<file path="src/rtl/mem_access_pkg.sv">
// mem_access_pkg: shared types and constants for the memory-access stage.
//   mem_state_e  - stage FSM encoding (MemIdle, MemBusy)
//   Be*          - byte-lane mask constants for word / low half / high half
//   misaligned() - alignment test used when MEM_MISALIGN_CHK_EN is defined
package mem_access_pkg;

    typedef enum logic {
        MemIdle = 1'b0,
        MemBusy = 1'b1
    } mem_state_e;

    localparam logic [3:0] BeWord = 4'b1111;
    localparam logic [3:0] BeHlo  = 4'b0011;
    localparam logic [3:0] BeHhi  = 4'b1100;

    // Word access needs addr[1:0] == 0, halfword access needs addr[0] == 0.
    function automatic logic misaligned(input logic [3:0] mask, input logic [1:0] addr_lo);
        logic is_half;
        is_half = (mask == BeHlo) || (mask == BeHhi);
        return ((mask == BeWord) && (addr_lo != 2'b00)) || (is_half && addr_lo[0]);
    endfunction

endpackage

</file>
<file path="src/rtl/mem_access_load_align.sv">
// mem_access_load_align: combinational load-data aligner.
//   rdata   in  32  raw bus word
//   rden    in  4   load byte-lane mask (selects the field)
//   sext    in  1   1 = sign-extend the field, 0 = zero-extend
//   aligned out 32  right-justified, extended load value
module mem_access_load_align
    import mem_access_pkg::*;
(
    input  logic [31:0] rdata,
    input  logic [3:0]  rden,
    input  logic        sext,
    output logic [31:0] aligned
);

    always_comb begin
        aligned = rdata;
        case (rden)
            BeWord:  aligned = rdata;
            BeHlo:   aligned = {{16{sext & rdata[15]}}, rdata[15:0]};
            BeHhi:   aligned = {{16{sext & rdata[31]}}, rdata[31:16]};
            4'b0001: aligned = {{24{sext & rdata[7]}},  rdata[7:0]};
            4'b0010: aligned = {{24{sext & rdata[15]}}, rdata[15:8]};
            4'b0100: aligned = {{24{sext & rdata[23]}}, rdata[23:16]};
            4'b1000: aligned = {{24{sext & rdata[31]}}, rdata[31:24]};
            default: aligned = rdata;
        endcase
    end

endmodule

</file>
<file path="src/rtl/mem_access.sv">
// mem_access: memory-access stage following execute.
// Non-memory ops pass straight to the writeback record with one cycle of latency. Memory ops
// drive a single-outstanding req/ack bus, stall upstream while pending, and align load data.
//   clk, rst (sync, active-high)
//   EX_*        registered execute outputs (rd, valid, result, address, masks, sext, store data)
//   dbus_*      req/ack data bus (word address, byte enables, store data, ack + read data)
//   MEM_stall   combinational, high while BUSY
//   MEM_rd/_rd_vld/_x_rd  writeback record
//   MEM_err     one-cycle pulse on bus timeout (WAIT_MAX cycles, 0 disables)
//   MEM_misalign one-cycle pulse on a rejected misaligned access
// Build option: define MEM_MISALIGN_CHK_EN to reject misaligned word/halfword accesses;
// otherwise MEM_misalign stays 0 and addr[1:0] is simply dropped.
module mem_access
    import mem_access_pkg::*;
#(
    parameter int unsigned WAIT_MAX = 15
) (
    input  logic        clk,
    input  logic        rst,
    input  logic [4:0]  EX_rd,
    input  logic        EX_rd_vld,
    input  logic [31:0] EX_x_rd,
    input  logic [31:0] EX_MEM_addr,
    input  logic [3:0]  EX_MEM_rden,
    input  logic        EX_MEM_rden_SEXT,
    input  logic [3:0]  EX_MEM_wren,
    input  logic [31:0] EX_MEM_wrdata,
    output logic        dbus_req,
    output logic        dbus_we,
    output logic [31:0] dbus_addr,
    output logic [3:0]  dbus_be,
    output logic [31:0] dbus_wdata,
    input  logic        dbus_ack,
    input  logic [31:0] dbus_rdata,
    output logic        MEM_stall,
    output logic [4:0]  MEM_rd,
    output logic        MEM_rd_vld,
    output logic [31:0] MEM_x_rd,
    output logic        MEM_err,
    output logic        MEM_misalign
);

    localparam int unsigned CntW = (WAIT_MAX > 0) ? $clog2(WAIT_MAX + 1) : 1;
    localparam logic [CntW-1:0] CntMax     = '1;
    localparam logic [CntW-1:0] TimeoutCnt = CntW'((WAIT_MAX == 0) ? 0 : WAIT_MAX - 1);

    mem_state_e      state_q, state_d;
    logic [CntW-1:0] cnt_q, cnt_d;
    logic [4:0]      cap_rd_q, cap_rd_d;
    logic            cap_vld_q, cap_vld_d;
    logic [3:0]      cap_rden_q, cap_rden_d;
    logic            cap_sext_q, cap_sext_d;

    logic            req_q, req_d;
    logic            we_q, we_d;
    logic [31:0]     addr_q, addr_d;
    logic [3:0]      be_q, be_d;
    logic [31:0]     wdata_q, wdata_d;
    logic [4:0]      rd_q, rd_d;
    logic            vld_q, vld_d;
    logic [31:0]     x_q, x_d;
    logic            err_q, err_d;
    logic            mis_q, mis_d;

    logic            mem_op;
    logic [3:0]      op_mask;
    logic            reject;
    logic [31:0]     load_val;

    assign mem_op  = (EX_MEM_rden != 4'b0000) || (EX_MEM_wren != 4'b0000);
    // rden wins when both masks are set, so an illegal op is treated as a load.
    assign op_mask = (EX_MEM_rden != 4'b0000) ? EX_MEM_rden : EX_MEM_wren;

`ifdef MEM_MISALIGN_CHK_EN
    assign reject = misaligned(op_mask, EX_MEM_addr[1:0]);
`else
    assign reject = 1'b0;
`endif

    mem_access_load_align u_load_align (
        .rdata   (dbus_rdata),
        .rden    (cap_rden_q),
        .sext    (cap_sext_q),
        .aligned (load_val)
    );

    always_comb begin
        state_d    = state_q;
        cnt_d      = cnt_q;
        cap_rd_d   = cap_rd_q;
        cap_vld_d  = cap_vld_q;
        cap_rden_d = cap_rden_q;
        cap_sext_d = cap_sext_q;
        req_d      = req_q;
        we_d       = we_q;
        addr_d     = addr_q;
        be_d       = be_q;
        wdata_d    = wdata_q;
        rd_d       = rd_q;
        vld_d      = vld_q;
        x_d        = x_q;
        err_d      = 1'b0;
        mis_d      = 1'b0;

        unique case (state_q)
            MemIdle: begin
                if (!mem_op) begin
                    rd_d  = EX_rd;
                    x_d   = EX_x_rd;
                    vld_d = EX_rd_vld;
                end else if (reject) begin
                    mis_d = 1'b1;
                    vld_d = 1'b0;
                end else begin
                    cap_rd_d   = EX_rd;
                    cap_vld_d  = EX_rd_vld;
                    cap_rden_d = EX_MEM_rden;
                    cap_sext_d = EX_MEM_rden_SEXT;
                    req_d      = 1'b1;
                    we_d       = (EX_MEM_rden == 4'b0000);
                    be_d       = op_mask;
                    addr_d     = EX_MEM_addr & 32'hFFFF_FFFC;
                    wdata_d    = EX_MEM_wrdata;
                    vld_d      = 1'b0;
                    cnt_d      = '0;
                    state_d    = MemBusy;
                end
            end
            MemBusy: begin
                if (dbus_ack) begin
                    req_d   = 1'b0;
                    state_d = MemIdle;
                    if (!we_q) begin
                        x_d   = load_val;
                        rd_d  = cap_rd_q;
                        vld_d = cap_vld_q;
                    end else begin
                        vld_d = 1'b0;
                    end
                end else if ((WAIT_MAX != 0) && (cnt_q == TimeoutCnt)) begin
                    req_d   = 1'b0;
                    err_d   = 1'b1;
                    vld_d   = 1'b0;
                    state_d = MemIdle;
                end else if (cnt_q != CntMax) begin
                    cnt_d = cnt_q + CntW'(1);
                end
            end
            default: state_d = MemIdle;
        endcase
    end

    always_ff @(posedge clk) begin
        if (rst) begin
            state_q    <= MemIdle;
            cnt_q      <= '0;
            cap_rd_q   <= '0;
            cap_vld_q  <= 1'b0;
            cap_rden_q <= '0;
            cap_sext_q <= 1'b0;
            req_q      <= 1'b0;
            we_q       <= 1'b0;
            addr_q     <= '0;
            be_q       <= '0;
            wdata_q    <= '0;
            rd_q       <= '0;
            vld_q      <= 1'b0;
            x_q        <= '0;
            err_q      <= 1'b0;
            mis_q      <= 1'b0;
        end else begin
            state_q    <= state_d;
            cnt_q      <= cnt_d;
            cap_rd_q   <= cap_rd_d;
            cap_vld_q  <= cap_vld_d;
            cap_rden_q <= cap_rden_d;
            cap_sext_q <= cap_sext_d;
            req_q      <= req_d;
            we_q       <= we_d;
            addr_q     <= addr_d;
            be_q       <= be_d;
            wdata_q    <= wdata_d;
            rd_q       <= rd_d;
            vld_q      <= vld_d;
            x_q        <= x_d;
            err_q      <= err_d;
            mis_q      <= mis_d;
        end
    end

    assign MEM_stall    = (state_q == MemBusy);
    assign dbus_req     = req_q;
    assign dbus_we      = we_q;
    assign dbus_addr    = addr_q;
    assign dbus_be      = be_q;
    assign dbus_wdata   = wdata_q;
    assign MEM_rd       = rd_q;
    assign MEM_rd_vld   = vld_q;
    assign MEM_x_rd     = x_q;
    assign MEM_err      = err_q;
    assign MEM_misalign = mis_q;

endmodule

</file>
<file path="config.mk">
export PLATFORM = sky130hd
export DESIGN_NAME = mem_access
export DESIGN_NICKNAME = d
export VERILOG_FILES = /design/src/rtl/mem_access_pkg.sv /design/src/rtl/mem_access_load_align.sv /design/src/rtl/mem_access.sv
export SDC_FILE = /design/constraint.sdc
export NUM_CORES = 1
export LEC_CHECK = 0
export CAP_MARGIN = 20
export CORE_MARGIN = 5
export CORE_UTILIZATION = 44
export DETAILED_ROUTE_END_ITERATION = 10
export HOLD_SLACK_MARGIN = 0.03
export PLACE_DENSITY = 0.85
export SLEW_MARGIN = 20
export SYNTH_ARGS = -nofsm -noshare
export SYNTH_HDL_FRONTEND = slang
export SYNTH_HIERARCHICAL = 1
export SYNTH_SLANG_ARGS = --single-unit
</file>
<file path="constraint.sdc">
create_clock -name clk -period 3.5 [get_ports clk]
set_input_delay 1.05 -clock clk [delete_from_list [all_inputs] [get_ports clk]]
set_output_delay 1.05 -clock clk [all_outputs]
set_load 0.02 [all_outputs]
</file>
; After elaboration in Yosys (flattened, before gate mapping)
; Index checks and enable logic that the tools add are counted.
[op_classes]
n_addsub = 1
bitwise_logic = 5
div = 0
multipliers = 0
n_reduce_logical = 9
shifts = 0
mux = 28
n_lt_le_gt_ge = 0
n_eq_ne = 16
[op_table]
columns = operator, n
row1 = $pmux W32 S6, 1
row2 = $mux W32, 3
row3 = $pmux W32 S2, 1
row4 = $mux W4, 5
row5 = $mux W5, 3
row6 = $eq A4 B4 Y1 const B, 3
row7 = $ne A2 B2 Y1 const B, 6
row8 = $mux W1, 10
row9 = $pmux W5 S2, 1
row10 = $eq A4 B2 Y1 const B, 2
row11 = $pmux W4 S2, 1
row12 = $reduce_bool A4 Y1, 2
row13 = $pmux W1 S2, 3
row14 = $add A4 B1 Y4 const B, 1
row15 = $and A1 B1 Y1, 4
row16 = $eq A4 B1 Y1 const B, 1
row17 = $eq A4 B3 Y1 const B, 1
row18 = $logic_not A4 Y1, 1
row19 = $ne A4 B4 Y1 const B, 1
row20 = $reduce_and A2 Y1, 2
row21 = $reduce_and A4 Y1, 1
row22 = $ne A3 B2 Y1 const B, 1
row23 = $reduce_and A3 Y1, 1
row24 = $reduce_or A3 Y1, 1
row25 = other kinds (3), 3
[word_totals]
elab_cells = 74
output_inout_bits = 111
mem_bits_ro = 0
latch_bits = 0
ff_bits = 123
mem_bits_rw = 0
mem_count = 0
in_bits = 146

; Depth between registers and ports, before layout
[depth]
word_depth = 5
ltp_mapped = 9
mapped_depth_nobuf = 6

; Cells and area by module
; Netlist, hierarchy kept.
[by_module_without_submodules]
columns = mod, instances, seq_area_each_um2, area_per_inst_um2, cells_per_inst
row1 = mem_access, 1, 2462.4, 4817.1, 590
row2 = mem_access_load_align, 1, 0.0, 623.1, 97

; Worst setup path after synthesis
; No wires, ideal clock.
[synth_path]
path_kind = input to register
start = input port EX_MEM_wren[2]
end = register x_q[10], in the netlist MEM_x_rd[10]
n_path_buf = 1
setup_time_ns = 0.088
stages = 5
path_slack_ns = 1.054
arrival_time_ns = 2.358
required_time_ns = 3.412
cell_sequence = or4_4 o31ai_4 buf_6 nor2_1 nor4_2
[synth_via]
elab_chain_cells = 4
[synth_lines]
columns = item, line
row1 = start: declaration, mem_access.sv:26  ; input logic [3:0] EX_MEM_wren,
row2 = $reduce_bool A4 Y1, mem_access.sv:70  ; assign mem_op = (EX_MEM_rden != 4'b0000) || (EX_MEM_wren != 4'b0000);
row3 = $logic_or A1 B1 Y1, mem_access.sv:70
row4 = $ne A2 B2 Y1 (no line), n/a
row5 = $reduce_and A3 Y1 (no line), n/a
row6 = end signal: assignment, mem_access.sv:168  ; x_q <= '0;
row7 = end signal: assignment, mem_access.sv:185  ; x_q <= x_d;
row8 = end: declaration, mem_access.sv:61  ; logic [31:0] x_q, x_d;
; Every way passes these cells.
; A chain may end at the register's enable or synchronous reset.

; Final worst setup path
[layout_path]
start = register state_q, in the netlist MEM_stall
end = output port MEM_stall
[layout_rtl]
columns = item, line
row1 = start: declaration, mem_access.sv:47  ; mem_state_e state_q, state_d;
row2 = start signal: assignment, mem_access.sv:155  ; state_q <= MemIdle;
row3 = start signal: assignment, mem_access.sv:172  ; state_q <= state_d;
row4 = end: declaration, mem_access.sv:35  ; output logic MEM_stall,
; No word-level cell between the ends.

==> metrics <==
Post-DRT Antenna Nets=0; num rows=40; Least-Margin Pin Slew=between 0.6 and 0.7 ns; Post-CTS Setup Inserts=0; # port buffers=approximately 250; First-pass DRT Iterations=5; Slew Limit Fails=0; crit path DAT=between 1.5 and 2 ns; outcome=completed; largest net degree at the start of global routing=between 70 and 80; Hold Crit Class=register to register; Fillers=962; area of the die=approximately 15000 µm²; Final Worst Setup Slack=roughly 0.64 ns; pwr dens=slightly below 500 nW/µm²; layout cells sized above 1=0.09081; Synth top area share=0.4526; Die H=around 120 µm; worst-skew pair later-pin latency=0.41 ns; Final Cell Area=~8600 µm²; Slowest Stage Delay on Critical Path=0.74 ns; Buf+Inv Stages, Crit Path=1; DR vias/cell=5.199; Pint=around 3.1 mW; maximum root-to-sink buffer count=2; Root Driver=clkbuf_16; Crit path required time=around 2.5 ns; WS Path Type=register to primary output; CP Launch Type=register; Tot GR Track Use=0.2497; Worst Skew=between 0.004 and 0.005 ns; max_cap viols=0; DP Area=between 8000 and 9000 µm²; gr ovfl total=0; post-synth cell types=44; hold buffers post-CTS=0; Cell Area, Synth=approximately 5400 µm²; final hold violation count=0; Post-CTS Resized=0; top_reg_cell synth=dfxtp_1; post-layout power=a little over 4 mW; Post-Place Worst Slack=between 0.4 and 0.5 ns; Synth async-reset ratio=0; Critical Path End Type=primary output; peak supply drop=between 300 and 400 µV; Reg power frac=0.376; CP Cell Sequence=clkdlybuf4s50_1; CTS tree=built; first-pass GRT wire length=between 20000 and 30000 µm; DRT Wirelength=18380 µm; Yosys Warn Count=6; core box area=roughly 12000 µm²; GP Congestion=~1; CTS Buf Count=17; Nets=about 1.1k; area grow syn2layout=58.23%; vias=between 5k and 6k; Clk pwr share=0.417; # setup viols final=0; TritonCTS Sinks=between 100 and 150; FMAX=around 350 MHz; Boundary Pins=257; die width=121.2 µm; register area share after synthesis=0.4526; EDFF count, synth=0; CP max FO=12; Leak=3.374 nW; largest area contributor in the netlist=dfxtp_1; Sum Neg Setup Slack=0 ns; H-tree level count=4; WL per Instance=16.81 µm; Starting DRT DRC Count=approximately 530; Syn Area/Cell=roughly 8 µm²; Initial Utilization=0.4510; critical path's top delay family=buffers and inverters; hold slack=between 0.4 and 0.5 ns; most frequent cells in the layout=clkdlybuf4s50_1 (250), nand2_1 (173), dfxtp_1 (123), nor2_1 (122), a21oi_1 (78); vias in the first global route=roughly 5.6k; Final min period=2.865 ns; clock-pin slew on the worst setup and hold paths=approximately 0.05 ns; NetSw=between 1 and 1.5 mW; Synth area leaders=dfxtp_1 (45%), nand2_1 (12%), nor2_1 (8.4%); DRC=0; most common cell after layout, fill and taps aside=clkdlybuf4s50_1; final period utilization=0.8186; register bit total from synthesis=approximately 120; unrepaired setup endpoints after global routing=false; Comb power frac=0.207; Detailed Place HPWL=approximately 13000 µm; initial antenna violation count=0; Post-Syn Instances=around 690; slowest CP cell=clkdlybuf4s50_1; max_slew headroom=0.5704; diodes inserted=0; sw frac=0.2640
## power groups by stage
stage	Clock, mW	Sequential, mW	Combinational, mW
global route	1.83	1.58	0.927
finish	1.73	1.56	0.859
global placement	0	1.59	0.847
floorplan	0	1.68	0.338
CTS	1.76	1.56	0.863
detailed placement	0	1.59	0.855
## worst min-delay path, stage by stage (launching register included)
cell and delay, ns:
dfxtp_1 0.30, nand2_1 0.05, a21oi_1 0.05
## worst paths after layout
check                start           end  slack, ns  cells past startpoint
min reg2reg   dbus_addr[7]  dbus_addr[7]       0.45                      2
max reg2reg  cap_rden_q[0]   MEM_x_rd[8]       1.15                      6
max              MEM_stall     MEM_stall       0.64                      1
min           dbus_addr[7]  dbus_addr[7]       0.45                      2
## layer usage
layer	track usage	part of all wire	vias up
li1	-	-	2778
met1	0.2777	0.37	2577
met2	0.4224	0.49	291
met3	0.1175	0.12	36
met4	0.08053	0.020	0
met5	0	0	-
## synth_stat cells, drive strengths merged, types with 2 or more instances
cell and count:
nor4 40, clkbuf 30, o21ai 11, xnor2 2
nor3 4, nor2 122, a22oi 21, or3b 2
a221o 8, a2bb2oi 4, buf 26, nor2b 3
nand4 2, a31oi 2, a21oi 79, nand2 173
ha 2, dfxtp 123, inv 4, nand3b 4
nand3 8, or4 2
## logic make-up (layout without fill, tap and decap cells)
group | after synthesis | in the layout | synth area share
simple gates | 367 | 367 | 0.3293
compound gates | 132 | 132 | 0.1504
flops | 123 | 123 | 0.4526
buf+inv | 60 | 296 | 0.05911
fa+ha+maj | 2 | 2 | 0.004599
xor+xnor | 2 | 2 | 0.003220
other cells | 1 | 3 | 0.0006893
## final cells by class
class | count | area [µm²] | area share
sequential | 123 | 2462 | 0.2860
clock buffer | 19 | 452.9 | 0.05262
clock inverter | 8 | 122.6 | 0.01424
inverter | 4 | 15.01 | 0.001744
timing repair buffer | 265 | 2653 | 0.3081
tap | 168 | 210.2 | 0.02442
multi-input combinational | 506 | 2693 | 0.3128
## metrics by stage
stage	util	cells
floorplan	-	689
global placement	0.6660	1066
detailed placement	0.6660	1066
CTS	0.7137	1093
global route	0.7137	1093
finish	0.7137	1093
## sequential cells by signal, indices dropped and copies added (netlist names), 4 cells and up
| register | count |
|---|---|
| dbus_addr | 30 |
| dbus_wdata | 32 |
| dbus_be | 4 |
| MEM_rd | 5 |
| cnt_q | 4 |
| cap_rd_q | 5 |
| MEM_x_rd | 32 |
| cap_rden_q | 4 |
No activity file was read; power rests on OpenSTA's default activity.
